--- config.mk ---
export PLATFORM = sky130hd
export DESIGN_NAME = multicycle_controller_flat
export DESIGN_NICKNAME = d
export VERILOG_FILES = /design/src/rtl/multicycle_controller_if.sv /design/src/rtl/multicycle_controller.sv /design/src/flat_wrapper.sv
export SDC_FILE = /design/constraint.sdc
export NUM_CORES = 1
export LEC_CHECK = 0
export ABC_AREA = 0
export ABC_CLOCK_PERIOD_IN_PS = 5610
export BUFFER_PORTS_ARGS = -buffer_cell sky130_fd_sc_hd__buf_2
export CORE_AREA = 2 2 59 89
export DETAILED_ROUTE_END_ITERATION = 12
export DIE_AREA = 0 0 61 91
export HOLD_SLACK_MARGIN = 0.06
export PLACE_DENSITY = 0.67
export RECOVER_POWER = 100
export SYNTH_ARGS = -nofsm -noshare
export SYNTH_HDL_FRONTEND = slang
export SYNTH_SLANG_ARGS = --single-unit
--- constraint.sdc ---
create_clock -name i_clk -period 5.61 [get_ports i_clk]
set_clock_uncertainty 0.15 [all_clocks]
set_input_delay 0.8415 -clock i_clk [delete_from_list [all_inputs] [get_ports i_clk]]
set_output_delay 0.8415 -clock i_clk [all_outputs]
set_load 0.05 [all_outputs]
--- src/rtl/multicycle_controller_if.sv ---
// Control bundle between the multicycle RV32I controller and its datapath.
// Latency: none, plain wires; the controller drives the o_* signals combinationally.
// Backpressure: i_memReady from the shared memory stalls FETCH, MEMREAD and MEMWRITE.
//
// Signals:
//   i_opcode, i_zero, i_memReady        : datapath/memory status into the controller
//   o_pcWrite .. o_aluOp                : datapath enables and mux selects
//   o_halted, o_state, o_retired        : status/debug outputs
interface multicycle_controller_if #(
    parameter int RETIRED_W = 32
);
    logic [6:0]           i_opcode;
    logic                 i_zero;
    logic                 i_memReady;
    logic                 o_pcWrite;
    logic                 o_adrSrc;
    logic                 o_irWrite;
    logic                 o_memWrite;
    logic                 o_regWrite;
    logic [1:0]           o_resultSrc;
    logic [1:0]           o_aluSrcA;
    logic [1:0]           o_aluSrcB;
    logic [1:0]           o_aluOp;
    logic                 o_halted;
    logic [3:0]           o_state;
    logic [RETIRED_W-1:0] o_retired;

    // Controller side.
    modport slave (
        input  i_opcode, i_zero, i_memReady,
        output o_pcWrite, o_adrSrc, o_irWrite, o_memWrite, o_regWrite,
               o_resultSrc, o_aluSrcA, o_aluSrcB, o_aluOp,
               o_halted, o_state, o_retired
    );

    // Datapath / stimulus side.
    modport master (
        output i_opcode, i_zero, i_memReady,
        input  o_pcWrite, o_adrSrc, o_irWrite, o_memWrite, o_regWrite,
               o_resultSrc, o_aluSrcA, o_aluSrcB, o_aluOp,
               o_halted, o_state, o_retired
    );
endinterface

--- src/rtl/multicycle_controller.sv ---
// Main FSM of the multicycle RV32I core (lw, sw, R-type, I-type, beq, jal); halts on other opcodes.
// Latency: 3-5 cycles per instruction with memory ready; control outputs are combinational from state.
// Backpressure: FETCH, MEMREAD and MEMWRITE hold their state while i_memReady is low.
//
// Ports:
//   i_clk, i_srst : clock and synchronous active-high reset
//   bus (slave)   : opcode/zero/memReady in; enables, selects, halted, state and retired count out
module multicycle_controller #(
    parameter int RETIRED_W = 32
) (
    input  logic                   i_clk,
    input  logic                   i_srst,
    multicycle_controller_if.slave bus
);

    typedef enum logic [3:0] {
        S_FETCH    = 4'd0,
        S_DECODE   = 4'd1,
        S_MEMADR   = 4'd2,
        S_MEMREAD  = 4'd3,
        S_MEMWB    = 4'd4,
        S_MEMWRITE = 4'd5,
        S_EXECR    = 4'd6,
        S_EXECI    = 4'd7,
        S_ALUWB    = 4'd8,
        S_BEQ      = 4'd9,
        S_JAL      = 4'd10,
        S_HALT     = 4'd11
    } state_e;

    localparam logic [6:0] OP_LW  = 7'b0000011;
    localparam logic [6:0] OP_SW  = 7'b0100011;
    localparam logic [6:0] OP_R   = 7'b0110011;
    localparam logic [6:0] OP_I   = 7'b0010011;
    localparam logic [6:0] OP_BEQ = 7'b1100011;
    localparam logic [6:0] OP_JAL = 7'b1101111;

    state_e               state_q, state_d;
    logic [RETIRED_W-1:0] retired_q, retired_d;

    logic       pc_write, ir_write, mem_write, reg_write, adr_src, halted, retire;
    logic [1:0] result_src, alu_src_a, alu_src_b, alu_op;

    always_ff @(posedge i_clk) begin
        if (i_srst) begin
            state_q   <= S_FETCH;
            retired_q <= '0;
        end else begin
            state_q   <= state_d;
            retired_q <= retired_d;
        end
    end

    always_comb begin
        state_d    = state_q;
        retired_d  = retired_q;
        retire     = 1'b0;
        pc_write   = 1'b0;
        ir_write   = 1'b0;
        mem_write  = 1'b0;
        reg_write  = 1'b0;
        adr_src    = 1'b0;
        halted     = 1'b0;
        result_src = 2'b00;
        alu_src_a  = 2'b00;
        alu_src_b  = 2'b00;
        alu_op     = 2'b00;

        case (state_q)
            S_FETCH: begin
                // PC+4 goes straight from the ALU into PC while IR captures the fetched word.
                result_src = 2'b10;
                alu_src_b  = 2'b10;
                pc_write   = bus.i_memReady;
                ir_write   = bus.i_memReady;
                if (bus.i_memReady) state_d = S_DECODE;
            end
            S_DECODE: begin
                // Branch/jump target OldPC+imm is precomputed into ALUOut here.
                alu_src_a = 2'b01;
                alu_src_b = 2'b01;
                case (bus.i_opcode)
                    OP_LW, OP_SW: state_d = S_MEMADR;
                    OP_R:         state_d = S_EXECR;
                    OP_I:         state_d = S_EXECI;
                    OP_BEQ:       state_d = S_BEQ;
                    OP_JAL:       state_d = S_JAL;
                    default:      state_d = S_HALT;
                endcase
            end
            S_MEMADR: begin
                alu_src_a = 2'b10;
                alu_src_b = 2'b01;
                // Opcode bit 5 is the only difference between lw and sw.
                state_d   = bus.i_opcode[5] ? S_MEMWRITE : S_MEMREAD;
            end
            S_MEMREAD: begin
                adr_src = 1'b1;
                if (bus.i_memReady) state_d = S_MEMWB;
            end
            S_MEMWB: begin
                result_src = 2'b01;
                reg_write  = 1'b1;
                state_d    = S_FETCH;
                retire     = 1'b1;
            end
            S_MEMWRITE: begin
                // Strobe is held for the whole stall so the memory sees a stable request.
                adr_src   = 1'b1;
                mem_write = 1'b1;
                if (bus.i_memReady) begin
                    state_d = S_FETCH;
                    retire  = 1'b1;
                end
            end
            S_EXECR: begin
                alu_src_a = 2'b10;
                alu_op    = 2'b10;
                state_d   = S_ALUWB;
            end
            S_EXECI: begin
                alu_src_a = 2'b10;
                alu_src_b = 2'b01;
                alu_op    = 2'b10;
                state_d   = S_ALUWB;
            end
            S_ALUWB: begin
                reg_write = 1'b1;
                state_d   = S_FETCH;
                retire    = 1'b1;
            end
            S_BEQ: begin
                // ALUOut already holds the target from DECODE; subtract compares rs1/rs2.
                alu_src_a = 2'b10;
                alu_op    = 2'b01;
                pc_write  = bus.i_zero;
                state_d   = S_FETCH;
                retire    = 1'b1;
            end
            S_JAL: begin
                // PC <- target from ALUOut while the ALU forms the link OldPC+4 for ALUWB.
                alu_src_a = 2'b01;
                alu_src_b = 2'b10;
                pc_write  = 1'b1;
                state_d   = S_ALUWB;
            end
            S_HALT: begin
                halted  = 1'b1;
                state_d = S_HALT;
            end
            default: state_d = S_HALT;
        endcase

        if (retire) retired_d = retired_q + RETIRED_W'(1);
    end

    // Enables are suppressed for the whole reset cycle, even mid-instruction.
    assign bus.o_pcWrite   = pc_write  & ~i_srst;
    assign bus.o_irWrite   = ir_write  & ~i_srst;
    assign bus.o_memWrite  = mem_write & ~i_srst;
    assign bus.o_regWrite  = reg_write & ~i_srst;
    assign bus.o_adrSrc    = adr_src;
    assign bus.o_resultSrc = result_src;
    assign bus.o_aluSrcA   = alu_src_a;
    assign bus.o_aluSrcB   = alu_src_b;
    assign bus.o_aluOp     = alu_op;
    assign bus.o_halted    = halted;
    assign bus.o_state     = state_q;
    assign bus.o_retired   = retired_q;

endmodule
--- src/flat_wrapper.sv ---
// flat-port wrapper written by rule: the top's interface ports become plain ports
module multicycle_controller_flat 
#(
    parameter int RETIRED_W = 32
)
  (i_clk, i_srst, bus_i_opcode, bus_i_zero, bus_i_memReady, bus_o_pcWrite, bus_o_adrSrc, bus_o_irWrite, bus_o_memWrite, bus_o_regWrite, bus_o_resultSrc, bus_o_aluSrcA, bus_o_aluSrcB, bus_o_aluOp, bus_o_halted, bus_o_state, bus_o_retired);
  multicycle_controller_if #(.RETIRED_W(RETIRED_W)) bus_i ();
  input  logic i_clk;
  input  logic i_srst;
  input wire logic [$bits(bus_i.i_opcode)-1:0] bus_i_opcode;
  input wire logic [$bits(bus_i.i_zero)-1:0] bus_i_zero;
  input wire logic [$bits(bus_i.i_memReady)-1:0] bus_i_memReady;
  output wire logic [$bits(bus_i.o_pcWrite)-1:0] bus_o_pcWrite;
  output wire logic [$bits(bus_i.o_adrSrc)-1:0] bus_o_adrSrc;
  output wire logic [$bits(bus_i.o_irWrite)-1:0] bus_o_irWrite;
  output wire logic [$bits(bus_i.o_memWrite)-1:0] bus_o_memWrite;
  output wire logic [$bits(bus_i.o_regWrite)-1:0] bus_o_regWrite;
  output wire logic [$bits(bus_i.o_resultSrc)-1:0] bus_o_resultSrc;
  output wire logic [$bits(bus_i.o_aluSrcA)-1:0] bus_o_aluSrcA;
  output wire logic [$bits(bus_i.o_aluSrcB)-1:0] bus_o_aluSrcB;
  output wire logic [$bits(bus_i.o_aluOp)-1:0] bus_o_aluOp;
  output wire logic [$bits(bus_i.o_halted)-1:0] bus_o_halted;
  output wire logic [$bits(bus_i.o_state)-1:0] bus_o_state;
  output wire logic [$bits(bus_i.o_retired)-1:0] bus_o_retired;
  assign bus_i.i_opcode = bus_i_opcode;
  assign bus_i.i_zero = bus_i_zero;
  assign bus_i.i_memReady = bus_i_memReady;
  assign bus_o_pcWrite = bus_i.o_pcWrite;
  assign bus_o_adrSrc = bus_i.o_adrSrc;
  assign bus_o_irWrite = bus_i.o_irWrite;
  assign bus_o_memWrite = bus_i.o_memWrite;
  assign bus_o_regWrite = bus_i.o_regWrite;
  assign bus_o_resultSrc = bus_i.o_resultSrc;
  assign bus_o_aluSrcA = bus_i.o_aluSrcA;
  assign bus_o_aluSrcB = bus_i.o_aluSrcB;
  assign bus_o_aluOp = bus_i.o_aluOp;
  assign bus_o_halted = bus_i.o_halted;
  assign bus_o_state = bus_i.o_state;
  assign bus_o_retired = bus_i.o_retired;
  multicycle_controller #(.RETIRED_W(RETIRED_W)) u_core (.i_clk(i_clk), .i_srst(i_srst), .bus(bus_i));
endmodule
Yosys cells after proc, flatten, opt, wreduce, memory -nomap -nowiden
Index checks and enable logic that the tools add are counted.
{"block": "classes", "eq_ne": 20, "n_addsub": 1, "reduce_logical": 12, "bitwise": 5, "mux": 18}
{"op": "adder 32 x 1 -> 32 bit, second input constant", "n": 1}
{"op": "case mux 4 bit (7 select lines)", "n": 1}
{"op": "case mux 4 bit (5 select lines)", "n": 1}
{"op": "== test 4 x 3 -> 1 bit, second input constant", "n": 4}
{"op": "== test 4 bit, second input constant", "n": 4}
{"op": "case mux 2 bit (2 select lines)", "n": 4}
{"op": "== test 7 x 6 -> 1 bit, second input constant", "n": 2}
{"op": "== test 7 bit, second input constant", "n": 2}
{"op": "2-to-1 mux 4 bit", "n": 3}
{"op": "OR reduction 2 bit", "n": 6}
{"op": "OR reduction 3 bit", "n": 3}
{"op": "== test 4 x 2 -> 1 bit, second input constant", "n": 2}
{"op": "== test 7 x 2 -> 1 bit, second input constant", "n": 1}
{"op": "== test 7 x 5 -> 1 bit, second input constant", "n": 1}
{"op": "2-to-1 mux 1 bit", "n": 6}
{"op": "!= test 2 bit, second input constant", "n": 3}
{"op": "AND 1 bit", "n": 4}
{"op": "== test 4 x 1 -> 1 bit, second input constant", "n": 1}
{"op": "zero test 4 bit", "n": 1}
{"op": "OR reduction 4 bit", "n": 1}
{"op": "2-to-1 mux 3 bit", "n": 1}
{"op": "case mux 1 bit (3 select lines)", "n": 1}
{"op": "AND reduction 3 bit", "n": 1}
{"op": "case mux 1 bit (2 select lines)", "n": 1}
{"op": "NOT 1 bit", "n": 1}
{"block": "totals", "word_cells": 58, "in_bits": 11, "out_inout_bits": 50, "reg_bits": 36}

Logic depth before layout (Yosys ltp)
{"block": "logic_depth", "ltp_word": 4, "ltp_mapped": 7, "ltp_nobuf": 6}

Worst setup path before layout
OpenSTA, ideal clock, no wires.
{"block": "synth_timing", "path_kind": "reg2out", "from": "register u_core.state_q[1] (netlist: u_core.bus.o_state[1])", "to": "output port bus_o_pcWrite", "path_buffers": 1, "t_required_ps": 4619, "setup_slack_ps": 977, "arrival_ps": 3642, "path_stages_with_launch": 6, "cell_sequence": "dfxtp_1 > buf_2 > xor2_1 > nor3_1 > a21oi_1 > nor4_1"}
{"block": "synth_via", "elab_chain_cells": 3, "word_cells_on_any_way": 5, "classes_between": "2 x eq/ne; 1 x mux; 1 x bitwise; 1 x reduce/logical"}
{"item": "start: declaration", "line": "multicycle_controller.sv:38", "text": "state_e state_q, state_d;"}
{"item": "start signal: assignment", "line": "multicycle_controller.sv:49", "text": "state_q <= state_d;"}
{"item": "== test 4 bit or zero test 4 bit (tied branches)", "line": "multicycle_controller.sv:69", "text": "case (state_q)"}
{"item": "case mux 1 bit (3 select lines) *", "line": "multicycle_controller.sv:69"}
{"item": "AND 1 bit *", "line": "multicycle_controller.sv:158", "text": "assign bus.o_pcWrite = pc_write & ~i_srst;"}
{"item": "end: declaration", "line": "flat_wrapper.sv:13", "text": "output wire logic [$bits(bus_i.o_pcWrite)-1:0] bus_o_pcWrite;"}
Mark *: on every way between the ends. The rest lies on a longest branch, timed or not.

Worst setup path in the final report
{"block": "layout_timing", "from": "register u_core.state_q[2] (netlist: u_core.bus.o_state[2])", "to": "register u_core.retired_q[31] (netlist: u_core.bus.o_retired[31])"}
{"block": "layout_via", "elab_chain_cells": 3, "word_cells_on_any_way": 6, "classes_between": "4 x eq/ne; 1 x mux; 1 x reduce/logical"}
{"item": "== test 4 x 3 -> 1 bit or == test 4 bit (tied branches)", "line": "multicycle_controller.sv:69"}
{"item": "OR reduction 3 bit (no source line)"}
{"item": "case mux 1 bit (2 select lines) *", "line": "multicycle_controller.sv:69"}
{"item": "end signal: assignment", "line": "multicycle_controller.sv:50", "text": "retired_q <= retired_d;"}
{"item": "end: declaration", "line": "multicycle_controller.sv:39", "text": "logic [RETIRED_W-1:0] retired_q, retired_d;"}
Marked as above.
A chain may end at the register's enable or synchronous reset.

==> results.md <==
- The run finished with clean final reports.
- The number of CTS-inserted buffers is 5.
- Summing all multi-input logic gate instances after layout gives 1275 um^2.
- The critical path start-end classification is reg -> reg.
- The maximum buffer depth of the clock tree is 2.
- After synthesis, the mean cell area works out to 7.890 um^2.
- The register-to-register path setup slack is 2060 ps.
- The post-synthesis instance area is 2115 um^2.
- In this run, post-CTS hold repair placed 0 buffers.
- The clock-pin slew of the registers on the worst-case setup and hold paths is 70 ps.
- The synthesized design devotes to its leading area cell type 34.08% of total area.
- Entering global routing, the biggest net connects 40 pins.
- The insertion delay to the later sink of the worst-skew pair is 280 ps.
- The type of origin of the critical path is a register.
- The clock network burns 20.4% of the power.
- The count of filler cells inserted in the layout is 523.
- Row generation in the floorplan step produced 31 rows.
- The clock period could shrink to 3552 ps.
- Across all setup checks in the final design, the least slack found is 2058 ps.
- The sequential group share of total power is 35.5%.
- Of the total power, the share spent switching nets is 49.32%.
- In the global route stage, overall resource usage came out at 19.99%.
- Synthesis produced 268 cells.
- The count of cells resized by post-cts repair is 0.
- Detailed placement ended at an HPWL of 3.902 mm.
- Of the cells placed in the final design, the portion with a size suffix greater than 1 is 8.075%.
- The detailed-routing iteration count for the pre-antenna-repair pass is 4.
- In this run the power density over the cells is 378.9 nW/um^2.
- The number of cells on the worst reg-to-reg path is 5.
- The headroom to the max-slew limit is 13.93%.
- In this run, distinct cell masters in the synthesized netlist total 48.
- The total congestion overflow after global routing is 0.
- The CTS tree is yes.
- The buffer cell driving the clock tree root is clkbuf_8.
- For this run, global-route usage on met1 was measured as 23.00%.
- In this run the vertical extent of the chip is 91 um.
- The first global-routing pass estimated 8.625 mm of wire.
- In this run, the number of DRC markers left after iteration 0 of detailed routing was 67.
- After synthesis the netlist holds a flip-flop and latch count of 36.
- The initial antenna violation count is 0.
- The share of the Yosys chip area taken by registers is 34.08%.
- The H-tree depth is 2.
- For the pin with the worst max-slew slack, the measured transition is 1278 ps.
- The final number of setup-violating endpoints is 0.
- The setup total negative slack is 0 ps.
- The critical-path cell with the highest stage delay is o21ai_0.
- For this design the static power due to leakage is 0.8280 nW.
- The initial standard-cell utilization of the core is 44.32%.
- Based on the critical path, the design can be clocked at up to 281.6 MHz.
- At the worst endpoint, the arrival time is 3620 ps.
- The weighted congestion reported at the end of routability-driven placement is 0.7803.
- In this run the tool buffered the top-level ports with 60 buffer cells.
- The die area is 5551 um^2.
- The highest-utilization routing layer at the global route stage is met2.
- Internal power comes to 467.8 uW.
- In the routed layout, each cell is associated on average with a via count of 5.624.
- In the global route stage, met3 resource usage came out at 4.558%.
- The worst setup path is captured at a register.
- The region available for standard cell placement spans 4771 um^2.
- Traced cell by cell, the critical path runs through nand2b_1, o21ai_0, nand4_1, or4_1, a21oi_1.
- The wire length per cell after detailed routing is 13.74 um.
- Of all cell types, the one taking the most synthesized area is dfxtp_1.
- Before CTS, the worst setup slack after placement is 2640 ps.
- By area the synthesized netlist is led by dfxtp_1 (34%), a21oi_1 (5.2%), nor2_1 (5.0%).
- The count of endpoints failing hold in the final timing report is 0.
- The largest voltage drop on the vdd net is 0.0002698 V.
- The via count of the first global-routing pass is 1940.
- The footprint of the flip-flops and latches is 720.7 um^2.
- Yosys printed 0 warnings.
- The worst min-delay path class is reg -> reg.
- Synthesis produced a netlist with a net count of 280.
- The count of nets left with antenna violations once routing finished came out at 0.
- The final critical path takes up 63.31% of the cycle.
- The instance count along the most critical hold path is 2.
- The tool flagged a number of max-cap violations equal to 0.
- The critical path required time is 5670 ps.
- The final-report max-slew violation count came to 0.
- After the last flow step, the layout net total stands at 333.
- The number of remaining DRC errors is 0.
- Wires add up to 5.330 mm.
- The count of buffers added by post-CTS timing repair for setup is 0.
- Of all nets on the critical path, the largest fanout is 14.
- The met2 global-route usage is 33.96%.
- For this design the top-level I/O count stands at 61.
- The maximum cell stage delay along the critical path is 1050 ps.
- The via count is 2182.
- Combinational cells account for 44.1% of the total power.
- The die width is 61 um.
- The repair_antennas step left the layout with diodes totalling 0.
- Clock tree synthesis found a total of 36 sinks.
- Setup repair after global routing left no endpoint under its margin.
- The switching power total is 455.3 uW.
- From synthesis to final layout, the design area changed by 15.21%.
[metrics by stage]
stage | total power [mW] | instance area, um^2 | hold WS [ps] | util [%] | instances
6_report | 0.9231 | 2436 | 339.2 | 51.06 | 388
5_1_grt | 0.9819 | 2436 | 376.0 | 51.06 | 388
4_1_cts | 0.9515 | 2522 | 339.8 | 52.87 | 388
3_5_place_dp | 0.7616 | 2432 | 329.7 | 50.98 | 380
3_3_place_gp | 0.7600 | 2432 | 314.0 | 50.98 | 380
2_1_floorplan | 0.6839 | 2115 | 554.4 | - | 268
[cell type report]
class / instances / share of cell area (%)
multi-input combinational: 210 / 52.34
sequential: 36 / 29.58
clock buffer: 8 / 3.698
inverter: 8 / 1.233
timing repair buffer: 60 / 9.759
tap: 66 / 3.390
[cells by family (layout without fill, tap and decap cells)]
family | count (synthesis) | count (layout) | synth area share, %
and+or+nand+nor | 135 | 135 | 36.98
AOI/OAI and AO/OA | 54 | 54 | 15.33
DFF | 36 | 36 | 34.08
buffers and inverters | 22 | 76 | 4.497
xor gates and xnor gates | 18 | 18 | 7.456
muxes | 2 | 2 | 1.065
adders and majority gates | 1 | 1 | 0.5916
[final timing paths]
path | to | start
setup / recovery | u_core.bus.o_retired[31] | u_core.bus.o_state[2]
hold / removal | u_core.bus.o_retired[31] | u_core.bus.o_retired[31]
setup reg to reg | u_core.bus.o_retired[31] | u_core.bus.o_state[2]
hold reg to reg | u_core.bus.o_retired[31] | u_core.bus.o_retired[31]
[sequential cells by signal, indices dropped and copies added, names as in the netlist]
signal	count
u_core.bus.o_retired	32
u_core.bus.o_state	4
[synth_stat cells, drive strengths merged]
cell type  number
and3            7
nand4          16
o221ai          1
a21oi          22
inv             8
dfxtp          36
and4            4
or3            12
o41ai           2
xor2            9
o22ai           2
nor4            6
o31ai           3
or4             4
ha              1
nand2b          5
a2111oi         1
nand3b          1
nor2b           4
o311ai          1
clkbuf          6
o311a           1
buf             8
nor2           31
a31o            1
nand3           9
xnor2           9
a21o            2
a31oi           2
a22oi           1
nor3           12
o21a            1
nand2          21
mux2            2
o21ai          14
nor3b           1
nand4b          2
[metal layers]
| metal | share of wire, % | routed length [um] | up-vias |
|---|---|---|---|
| li1 | - | - | 1093 |
| met1 | 42 | 2216 | 1013 |
| met2 | 50 | 2682 | 63 |
| met3 | 5.5 | 291 | 13 |
| met4 | 2.6 | 139 | 0 |
| met5 | 0 | 0 | - |
[power groups by stage]
| stage | sequential (mW) | combinational, mW | clock [mW] |
|---|---|---|---|
| detailed placement | 0.334 | 0.428 | 0 |
| finish | 0.328 | 0.407 | 0.188 |
| global route | 0.333 | 0.441 | 0.208 |
| CTS | 0.328 | 0.429 | 0.194 |
| floorplan | 0.330 | 0.353 | 0 |
| global placement | 0.334 | 0.426 | 0 |
[critical path, delay by kind of cell, from the launching register on]
kind / cells / cell delay [ps]
AND/OR/NAND/NOR: 3 / 1490
AO/OA/AOI/OAI: 2 / 1200
flip-flops: 1 / 640
[cells in the final DEF (no fill, tap or decap), types with 10 or more instances in the layout]
cell type	n
a21oi_1	22
buf_2	10
clkbuf_1	52
dfxtp_1	36
nand2_1	21
nand4_1	12
nor2_1	28
nor3_1	12
o21ai_0	14
or3_1	12
(Power assumes the default switching activity.)
